File: src/rtl/bpm_timing_pkg.sv
// Shared types and helpers for the BPM integrator timing stage.
package bpm_timing_pkg;

    localparam int unsigned CNT_W_DEFAULT = 7;

    typedef logic [CNT_W_DEFAULT-1:0] cnt_t;

    typedef enum logic [2:0] {
        StIdle,
        StDelay,
        StStrobe,
        StGap,
        StCond
    } state_e;

    // First non-empty phase, given which of delay/length/gap are non-zero.
    function automatic state_e entry_state(input logic s_nz, input logic l_nz,
                                           input logic d_nz);
        if (s_nz) begin
            return StDelay;
        end else if (l_nz) begin
            return StStrobe;
        end else if (d_nz) begin
            return StGap;
        end
        return StCond;
    endfunction

endpackage

File: src/rtl/strb_down_counter.sv
// Loadable down-counter; tc marks the last cycle of a loaded count of N (N cycles total).
module strb_down_counter #(
    parameter int unsigned W = 7
) (
    input  logic         clk,
    input  logic         rst,
    input  logic         load,
    input  logic [W-1:0] load_val,
    output logic         tc
);

    localparam logic [W-1:0] One = {{(W-1){1'b0}}, 1'b1};

    logic [W-1:0] cnt_q;

    always_ff @(posedge clk) begin
        if (rst) begin
            cnt_q <= '0;
        end else if (load) begin
            cnt_q <= load_val;
        end else if (cnt_q != '0) begin
            cnt_q <= cnt_q - One;
        end
    end

    assign tc = (cnt_q == One);

endmodule

File: src/rtl/bunch_strobe_gen.sv
// Trigger-driven strobe window followed by a single dac_cond pulse.
// Define STRB_DECIM_EN to add strb_step decimation of the strobe window.
module bunch_strobe_gen
    import bpm_timing_pkg::*;
#(
    parameter int unsigned CNT_W = CNT_W_DEFAULT
) (
    input  logic             clk,
    input  logic             rst,
    input  logic             trig,
    input  logic [CNT_W-1:0] strb_start,
    input  logic [CNT_W-1:0] strb_len,
    input  logic [CNT_W-1:0] dac_delay,
`ifdef STRB_DECIM_EN
    input  logic [CNT_W-1:0] strb_step,
`endif
    output logic             bunch_strb,
    output logic             dac_cond,
    output logic             busy,
    output logic [CNT_W-1:0] strb_cnt
);

    localparam logic [CNT_W-1:0] CntOne = {{(CNT_W-1){1'b0}}, 1'b1};

    state_e           state_q, state_d;
    logic [CNT_W-1:0] len_q, gap_q;
    logic [CNT_W-1:0] len_eff, gap_eff, load_val;
    logic             accept, load, tc, strb_hit;

    assign accept  = (state_q == StIdle) && trig;
    // Settings are taken straight from the inputs on the accepting edge.
    assign len_eff = (state_q == StIdle) ? strb_len : len_q;
    assign gap_eff = (state_q == StIdle) ? dac_delay : gap_q;
    assign busy    = (state_q != StIdle);

    always_comb begin
        state_d = state_q;
        unique case (state_q)
            StIdle:   if (trig) state_d = entry_state(strb_start != '0, strb_len != '0,
                                                      dac_delay != '0);
            StDelay:  if (tc) state_d = entry_state(1'b0, len_q != '0, gap_q != '0);
            StStrobe: if (tc) state_d = entry_state(1'b0, 1'b0, gap_q != '0);
            StGap:    if (tc) state_d = StCond;
            StCond:   state_d = StIdle;
            default:  state_d = StIdle;
        endcase
    end

    always_comb begin
        load_val = '0;
        unique case (state_d)
            StDelay:  load_val = strb_start;
            StStrobe: load_val = len_eff;
            StGap:    load_val = gap_eff;
            default:  load_val = '0;
        endcase
    end

    assign load = (state_d != state_q);

    strb_down_counter #(
        .W (CNT_W)
    ) u_cnt (
        .clk      (clk),
        .rst      (rst),
        .load     (load),
        .load_val (load_val),
        .tc       (tc)
    );

`ifdef STRB_DECIM_EN
    logic [CNT_W-1:0] step_q, step_n, phase_q, phase_d;

    // phase tracks the next window cycle index modulo max(step, 1).
    assign step_n   = (step_q == '0) ? CntOne : step_q;
    assign phase_d  = (state_q != StStrobe) ? '0 :
                      (phase_q >= step_n - CntOne) ? '0 : phase_q + CntOne;
    assign strb_hit = (phase_d == '0);

    always_ff @(posedge clk) begin
        if (rst) begin
            step_q  <= '0;
            phase_q <= '0;
        end else begin
            if (accept) begin
                step_q <= strb_step;
            end
            phase_q <= phase_d;
        end
    end
`else
    assign strb_hit = 1'b1;
`endif

    always_ff @(posedge clk) begin
        if (rst) begin
            state_q    <= StIdle;
            bunch_strb <= 1'b0;
            dac_cond   <= 1'b0;
            len_q      <= '0;
            gap_q      <= '0;
            strb_cnt   <= '0;
        end else begin
            state_q    <= state_d;
            bunch_strb <= (state_d == StStrobe) && strb_hit;
            dac_cond   <= (state_d == StCond);
            if (accept) begin
                len_q    <= strb_len;
                gap_q    <= dac_delay;
                strb_cnt <= '0;
            end else if (bunch_strb && (strb_cnt != '1)) begin
                strb_cnt <= strb_cnt + CntOne;
            end
        end
    end

endmodule

File: config.mk
export PLATFORM = sky130hd
export DESIGN_NAME = bunch_strobe_gen
export DESIGN_NICKNAME = d
export VERILOG_FILES = /design/src/rtl/bpm_timing_pkg.sv /design/src/rtl/strb_down_counter.sv /design/src/rtl/bunch_strobe_gen.sv
export SDC_FILE = /design/constraint.sdc
export NUM_CORES = 1
export LEC_CHECK = 0
export CORE_MARGIN = 2
export CORE_UTILIZATION = 52
export DETAILED_ROUTE_END_ITERATION = 12
export HOLD_SLACK_MARGIN = 0.12
export PLACE_DENSITY = 0.84
export SLEW_MARGIN = 20
export SYNTH_ARGS = -nofsm -noshare
export SYNTH_HDL_FRONTEND = slang
export SYNTH_SLANG_ARGS = --single-unit
File: constraint.sdc
create_clock -name clk -period 3.2 [get_ports clk]
set_clock_uncertainty 0.2 [all_clocks]
set_input_delay 0.32 -clock clk [delete_from_list [all_inputs] [get_ports clk]]
set_output_delay 0.32 -clock clk [all_outputs]
set_load 0.005 [all_outputs]
* Word level (Yosys, flattened, before mapping)
Cells that the tools add are included.
** Word-level totals
- Register bits after elaboration :: 33
- Input port bits :: 24
- Word-level logic and storage cells :: 60
** Cells by class
- $add $sub $neg :: 2
- Equality and inequality tests :: 10
- Muxes and demuxes :: 29
- Reductions and logical operators :: 12
** Operator list (count)
- $reduce_bool 7->1 :: 6
- $mux 3 :: 12
- $mux 7 :: 4
- $pmux 7 s3 :: 1
- $eq 3x2->1 const B :: 4
- $pmux 3 s4 :: 1
- $mux 1 :: 11
- $add 7x1->7 const B :: 1
- $eq 7x1->1 const B :: 1
- $ne 7x7->1 const B :: 1
- $sub 7x1->7 const B :: 1
- $eq 3x1->1 const B :: 2
- $eq 3x3->1 const B :: 1
- $logic_not 3->1 :: 1
- $ne 3x3->1 :: 1
- $reduce_bool 3->1 :: 1
- $logic_and 1x1->1 :: 2
- $reduce_bool 2->1 :: 1
- $reduce_or 2->1 :: 1

* Depth between registers and ports, before layout
Gate-level depths: netlist of the first run.
- Depth in word-level cells :: 12
- Depth in mapped cells :: 10
- Gate-level depth less buffers :: 9

* Modules after synthesis
From an unflattened synthesis of the first run, not the netlist that was laid out.
** Unflattened totals
- Cells, all modules :: 244
- Area, all modules :: 2089.5 um^2
** Modules (own cells, without submodules)
- bunch_strobe_gen :: times used 1, cells each 193, area an instance 1649.1 um^2, sequential area each 520.5 um^2
- strb_down_counter :: times used 1, cells each 51, area an instance 440.4 um^2, sequential area each 140.1 um^2

* Worst setup path before layout of the first run
OpenSTA, ideal clock, no wires.
- Path type :: reg-to-reg
- Start point :: register u_cnt.cnt_q[1]
- End point :: register u_cnt.cnt_q[4]
- Arrival :: 2.344 ns
- Data required time :: 2.912 ns
- Slack :: 0.568 ns
- Stages on the path, launching flop included :: 11
- Buffers on the path :: 1
- Clock period less this slack :: 2.632 ns
- Cells stage by stage :: dfxtp_1 -> inv_1 -> ha_1 -> nor4b_1 -> and3_1 -> a311oi_2 -> and2_2 -> clkbuf_1 -> a21oi_1 -> a221o_1 -> a311oi_2
** On the way
- Longest elaborated chain between the ends :: 6
- Elaborated cells between the ends (all ways) :: 15
- Classes of those cells :: add/sub (1); eq/ne (5); mux (7); reduce/logical (2)
** RTL lines
- from (decl) :: RTL line strb_down_counter.sv:14 : logic [W-1:0] cnt_q;
- from (signal assigned) :: RTL line strb_down_counter.sv:20 : cnt_q <= load_val;
- from (signal assigned) :: RTL line strb_down_counter.sv:22 : cnt_q <= cnt_q - One;
- $eq 7x1->1 :: RTL line strb_down_counter.sv:26 : assign tc = (cnt_q == One);
- $mux 3 (on tied branches) :: RTL line bunch_strobe_gen.sv:43, bunch_strobe_gen.sv:41, bunch_strobe_gen.sv:42
- $pmux 3 s4 :: RTL line bunch_strobe_gen.sv:38 : unique case (state_q)
- $eq 3x2->1 or $eq 3x1->1 (tied branches) :: RTL line bunch_strobe_gen.sv:51 : unique case (state_d)
- $pmux 7 s3 :: RTL line bunch_strobe_gen.sv:51
- $mux 7 :: RTL line strb_down_counter.sv:19 : end else if (load) begin
Parallel ways exist; a longest one is shown, timed or not. The select of a mux whose other input is x is not followed.
A chain may end at the register's enable or synchronous reset.

* Worst setup path in the final report of the first run
- Start point :: input strb_len[3]
- End point :: register u_cnt.cnt_q[0]
** On the way
- Longest elaborated chain between the ends :: 11
- Elaborated cells between the ends (all ways) :: 17
- Classes of those cells :: eq/ne (4); mux (11); reduce/logical (2)
** RTL lines
- from (decl) :: RTL line bunch_strobe_gen.sv:12 : input logic [CNT_W-1:0] strb_len,
- $reduce_bool 7->1 (*) :: RTL line bunch_strobe_gen.sv:39 : StIdle: if (trig) state_d = entry_state(strb_start != '0, strb_len != '0,
- $mux 1 :: RTL line bpm_timing_pkg.sv:21 : end else if (l_nz) begin
- $mux 1 :: RTL line bpm_timing_pkg.sv:19 : if (s_nz) begin
- $mux 1 :: RTL line bunch_strobe_gen.sv:39
- $mux 1 :: RTL line bunch_strobe_gen.sv:38
- $mux 3 (*) :: RTL line bpm_timing_pkg.sv:26 : return StCond;
- $mux 3 (*) :: RTL line bunch_strobe_gen.sv:39
- $pmux 3 s4 (*) :: RTL line bunch_strobe_gen.sv:38
- $eq 3x2->1 or $eq 3x1->1 (tied branches) :: RTL line bunch_strobe_gen.sv:51
- $pmux 7 s3 :: RTL line bunch_strobe_gen.sv:51
- $mux 7 :: RTL line strb_down_counter.sv:19
Every way passes the cells marked *; elsewhere a longest branch is shown, timed or not. The select of a mux whose other input is x is not followed.

==> results.yml, run 1 <==
global_route:
  grt_pass1_wl_um: 7693
  grt_usage_pct: 24.45
  grt.overflow.total: 0
  antenna_found_initial: 0
  grt_pass1_vias: 1647
  grt_max_degree: 15
timing:
  hold_ws_ns: 0.3127
  rsz0062_at_grt: "false"
  setup_slack_ns: 0.2392
  tns_ns: 0
  finalCritPeriodShare_pct: 92.53
  tightest_slew_ns: 0.6737
  slew_headroom_pct: 55.09
  fin_crit_ns: 2.961
  fmaxAchievable_ghz: 0.3377
  final-hold-violation-count: 0
  finalSetupViolCount: 0
  drv_slew: 0
placed_design:
  place_hpwl_um: 3581
  place.gp.congestion: 0.9268
  dpl_worst_slack_ns: -0.1021
  io_buffers: 33
  dp.cells: 293
drt:
  num_vias: 1837
  vias_per_cell: 6.103
  ant_nets: 0
  drt-wirelength-per-cell_um: 15.63
  firstDrtPassIters: 4
  drt_drc_violations_left: 0
  drtIter0Drc: 110
  wl_um: 4704
floorplanning:
  io_pins: 34
  coreArea_um2: 3337
  die_area_um2: 3982
  die_h_um: 63.11
  initial_utilization_pct: 54.44
  rows: 21
  die_x_um: 63.11
synth:
  syn_area_um2: 1817
  synth.most_common_cell: "dfxtp_1"
  syn_nets: 234
  avgSynthCellArea_um2: 8.819
  synth_edf_count: 0
  yosys_warnings: 0
  yosys.cell_types.count: 43
  ys.flop_type: "dfxtp_1"
  ys_seq_area_share_pct: 36.36
  synth_top_area_share_pct: 36.36
  ys_ff_latch: 33
  synthTopCellsByArea: "dfxtp_1, a22o_1, mux2i_1"
  yosysTopAreaCell: "dfxtp_1"
  synthCells: 206
  synthArstFlopShare_pct: 0
  synth_common_cells: "dfxtp_1, a21oi_1, nor2_1"
final_layout:
  final_nets: 282
  fill_cells: 271
  syn_to_final_growth_pct: 32.02
  fin_cells: 301
  antenna_cells: 0
  drive_above_1_share_pct: 14.51
setup_path:
  reg2reg_to: "u_cnt.cnt_q[0]$_SDFFE_PP0P_"
  startpoint: "strb_len[3]"
  crit_chain: "clkdlybuf4s50_1 > or4_4 > a2111oi_2 > a311oi_2 > a21oi_4 > mux2i_1 > a221o_1 > a311oi_1"
  endpoint: "u_cnt.cnt_q[0]$_SDFFE_PP0P_"
  slowest_delay_ns: 0.54
  critPathKind: "primary input to flip-flop"
  cp_data_required_time_ns: 3.25
  reg2reg_slack_ns: 0.27
  arrival_ns: 3.01
  reg2reg_from: "u_cnt.cnt_q[1]$_SDFFE_PP0P_"
  critPathCaptureType: "flip-flop"
  crit_path_top_delay_cell: "or4_4"
  start_kind: "primary input"
  worst-path-max-fanout: 10
  rr_worst_depth: 10
power:
  power.density_nw_per_um2: 701.9
  power_mw: 1.684
  leakage_nw: 0.9304
  vdd_drop_max_mv: 0.4140
clock_tree:
  cts_resized: 0
  cts.clk_slew.worst_paths_ns: 0.11
  numCtsBuffers: 5
  ctsHoldBuffers: 0
  clk_latency_ns: 0.34
  cts_root_buf: "clkbuf_4"
  cts_max_level: 2
  cts_setup_buffers: 0
  cts_tree: "built"
  max-clock-path-buffers: 2
  cts.sinks: 33
job:
  cap_violations: 0
hold_path:
  hold_class: "flip-flop to flip-flop"
status:
  status: "finished clean"
[kinds of logic (layout without fill, tap and decap cells)]
kind of cell | Yosys count | count (layout) | synth area share (%)
AO/OA/AOI/OAI | 59 | 59 | 25.55
XOR/XNOR | 9 | 9 | 4.339
adder cells (fa/ha/maj) | 4 | 4 | 2.755
buffers and inverters | 14 | 63 | 3.650
flip-flops | 33 | 33 | 36.36
multiplexers | 10 | 10 | 5.510
AND/OR/NAND/NOR | 77 | 77 | 21.83
[critical path: cells and delay by family]
| family | cells | cell delay [ns] |
|---|---|---|
| mux | 1 | 0.13 |
| compound gates | 5 | 1.56 |
| buf+inv | 1 | 0.46 |
| simple gates | 1 | 0.54 |
[where the power goes]
part	switching, mW	internal, mW	leakage (nW)
Clock	0.151	0.246	0.0558
Sequential	0.0682	0.481	0.270
Combinational	0.404	0.334	0.604
Total	0.623	1.06	0.930
[per-layer routing]
layer / track usage (%) / share of wire (%)
met1: 31.10 / 42
met3: 6.429 / 8.2
met4: 7.222 / 1.6
met2: 40.56 / 48
met5: 0 / 0
[how the worst min path moves through the flow]
stage | from | endpoint | slack [ns] | cells after the start
global placement | strb_cnt[6]$_SDFFE_PP0P_ | strb_cnt[6]$_SDFFE_PP0P_ | 0.27 | 2
floorplan | rst | u_cnt.cnt_q[0]$_SDFFE_PP0P_ | 0.19 | 1
CTS | strb_cnt[5]$_SDFFE_PP0P_ | strb_cnt[5]$_SDFFE_PP0P_ | 0.32 | 2
global route | strb_cnt[6]$_SDFFE_PP0P_ | strb_cnt[6]$_SDFFE_PP0P_ | 0.34 | 2
detailed placement | gap_q[0]$_SDFFE_PP0P_ | gap_q[0]$_SDFFE_PP0P_ | 0.30 | 1
finish | strb_cnt[5]$_SDFFE_PP0P_ | strb_cnt[5]$_SDFFE_PP0P_ | 0.31 | 2
[flip-flops by register name, indices dropped and copies added, names as in the netlist]
register / flops
bunch_strb: 1
dac_cond: 1
gap_q: 7
len_q: 7
state_q: 3
strb_cnt: 7
u_cnt.cnt_q: 7
[layout make-up]
type	instances	area (um^2)	share of cell area, %
Inverter	4	15.01	0.6260
Sequential cell	33	660.6	27.54
Clock buffer	5	37.54	1.565
Multi-Input combinational cell	159	1094	45.59
Tap cell	46	57.56	2.400
Clock inverter	3	68.82	2.869
Timing Repair Buffer	51	465.4	19.41
[stage by stage]
stage	util, %	cell area (um^2)
after floorplan	-	1817
after global placement	68.58	2288
final	71.88	2399
after global routing	71.88	2399
after CTS	71.77	2395
after detailed placement	68.58	2288
[placed cells by master (no fill, tap or decap), drive strengths merged, types with 2 or more instances in the layout]
cell type	count
a221o	6
inv	5
buf	18
and2	2
nand4	4
a21oi	20
a311oi	7
or3	3
xor2	5
nor2	17
a22o	14
nand3	9
xnor2	4
ha	4
dfxtp	33
o21ai	3
nor4	5
bufinv	2
clkbuf	5
nand2	15
mux2i	10
nor3	14
clkdlybuf4s50	33
a211oi	2
and4	2
(Power assumes the default switching activity.)
==> run 2, diff against run 1 <==
Settings changed: CTS_CLUSTER_SIZE set to 24.
==> results of run 2 <==
Final layout, timing and power as in run 1 (identical DEF).
==> run 3, diff against run 2 <==
Settings changed: ABC_CLOCK_PERIOD_IN_PS set to 3200, MAX_ROUTING_LAYER set to met4.
==> run 3 against run 2 <==
Critical path depth is the same. Worst setup slack gained 0.0056 ns. Register-to-register slack gained 0.04 ns. Sequential share of layout area grew 0.13 points. Non-clock buffer count shrank 1. Sequential cell count is the same. Utilization shrank 0.34 points. Global-route usage grew 0.12 points. First-iteration DRC count grew 50%. Maximum frequency grew 0.19%. Cell count shrank 0.33%. Critical path type unchanged.
==> results.yml, run 3 (synthesis gave the netlist of run 1 again) <==
global_route:
  grt_max_degree: 15
  grt_usage_pct: 24.57
  grt_pass1_wl_um: 7493
  grt.overflow.total: 0
  antenna_found_initial: 0
  grt_pass1_vias: 1639
final_layout:
  antenna_cells: 0
  final_nets: 281
  fin_util_pct: 71.54
  drive_above_1_share_pct: 14.17
  layout_common_cells: "dfxtp_1, clkdlybuf4s50_1, a21oi_1"
  fin_cells: 300
  syn_to_final_growth_pct: 31.41
drt:
  ant_nets: 0
  num_vias: 1787
  drt_drc_violations_left: 0
  wl_um: 4657
  firstDrtPassIters: 4
  drtIter0Drc: 165
  vias_per_cell: 5.957
  drt-wirelength-per-cell_um: 15.52
job:
  cap_violations: 0
clock_tree:
  clk_latency_ns: 0.34
  cts.clk_slew.worst_paths_ns: 0.10
  cts.sinks: 33
  cts_resized: 0
  cts_tree: "built"
  cts_root_buf: "clkbuf_4"
  max-clock-path-buffers: 2
  ctsHoldBuffers: 0
  cts_setup_buffers: 0
  cts_max_level: 2
  numCtsBuffers: 5
placed_design:
  place.gp.congestion: 0.9583
  dp.cells: 292
  dpl_worst_slack_ns: -0.08388
  place_hpwl_um: 3528
  io_buffers: 33
setup_path:
  crit_buf_inv: 1
  critPathCaptureType: "flip-flop"
  critPathKind: "primary input to flip-flop"
  startpoint: "strb_len[3]"
  crit_chain: "clkdlybuf4s50_1 > or4_4 > a2111oi_2 > a311oi_2 > a21oi_4 > mux2i_1 > a221o_1 > a311oi_1"
  reg2reg_from: "u_cnt.cnt_q[1]$_SDFFE_PP0P_"
  reg2reg_slack_ns: 0.31
  slowest_delay_ns: 0.55
  start_kind: "primary input"
  crit_cells: 8
  worst-path-max-fanout: 10
  reg2reg_to: "u_cnt.cnt_q[1]$_SDFFE_PP0P_"
  crit_path_top_delay_cell: "or4_4"
  rr_worst_depth: 10
  cp_data_required_time_ns: 3.25
  path_delay_family: "compound AO/OA/AOI/OAI gates"
  arrival_ns: 3.01
  endpoint: "u_cnt.cnt_q[1]$_SDFFE_PP0P_"
power:
  power.density_nw_per_um2: 696.5
  power_mw: 1.663
  vdd_drop_max_mv: 0.4247
  leakage_nw: 0.9252
timing:
  rsz0062_at_grt: "false"
  tightest_slew_ns: 0.7055
  drv_slew: 0
  setup_slack_ns: 0.2448
  final-hold-violation-count: 0
  finalSetupViolCount: 0
  fmaxAchievable_ghz: 0.3384
  slew_headroom_pct: 52.61
  fin_crit_ns: 2.955
  finalCritPeriodShare_pct: 92.35
floorplanning:
  die_area_um2: 3982
  initial_utilization_pct: 54.44
  die_x_um: 63.11
  coreArea_um2: 3337
  rows: 21
  die_h_um: 63.11
  io_pins: 34
hold_path:
  hold_class: "flip-flop to flip-flop"
status:
  status: "finished clean"
[run 3: changes by cell type in the layout (fill, tap and decap cells not counted), sizes merged]
cell and delta:
clkinv +1, inv -1, buf -1
[run 3: layout make-up]
class | count | area [um^2]
multi-input combinational | 159 | 1094
fill | 270 | 949.7
sequential | 33 | 660.6
timing repair buffer | 50 | 457.9
clock inverter | 3 | 65.06
tap | 46 | 57.56
clock buffer | 5 | 37.54
inverter | 4 | 15.01
[run 3: report_power, final]
part	total (mW)	switching, mW	internal, mW
registers	0.551	0.0699	0.481
logic	0.725	0.395	0.329
clock network	0.388	0.146	0.242
[run 3: metrics by stage]
step / setup TNS, ns / cell area [um^2] / hold WS [ns]
floorplan: 0 / 1817 / 0.1921
global placement: 0 / 2281 / 0.2715
detailed placement: -0.3107 / 2281 / 0.2981
CTS: 0 / 2384 / 0.3247
global route: 0 / 2387 / 0.3389
finish: 0 / 2387 / 0.3221
[run 3: layer usage]
layer  GRT usage (%)  wire length (um)  vias to the layer above
li1                -                 -                      877
met5               -                 0                        -
met3           4.107               326                       17
met1           31.17              2077                      814
met4           9.167               108                        0
met2           39.36              2144                       79
[run 3: how the worst min path moves through the flow]
stage	to	cells past startpoint	from	slack [ns]
finish	gap_q[0]$_SDFFE_PP0P_	1	gap_q[0]$_SDFFE_PP0P_	0.32
global route	len_q[1]$_SDFFE_PP0P_	1	len_q[1]$_SDFFE_PP0P_	0.34
CTS	len_q[1]$_SDFFE_PP0P_	1	len_q[1]$_SDFFE_PP0P_	0.32
detailed placement	gap_q[0]$_SDFFE_PP0P_	1	gap_q[0]$_SDFFE_PP0P_	0.30
global placement	strb_cnt[6]$_SDFFE_PP0P_	2	strb_cnt[6]$_SDFFE_PP0P_	0.27
floorplan	u_cnt.cnt_q[0]$_SDFFE_PP0P_	1	rst	0.19
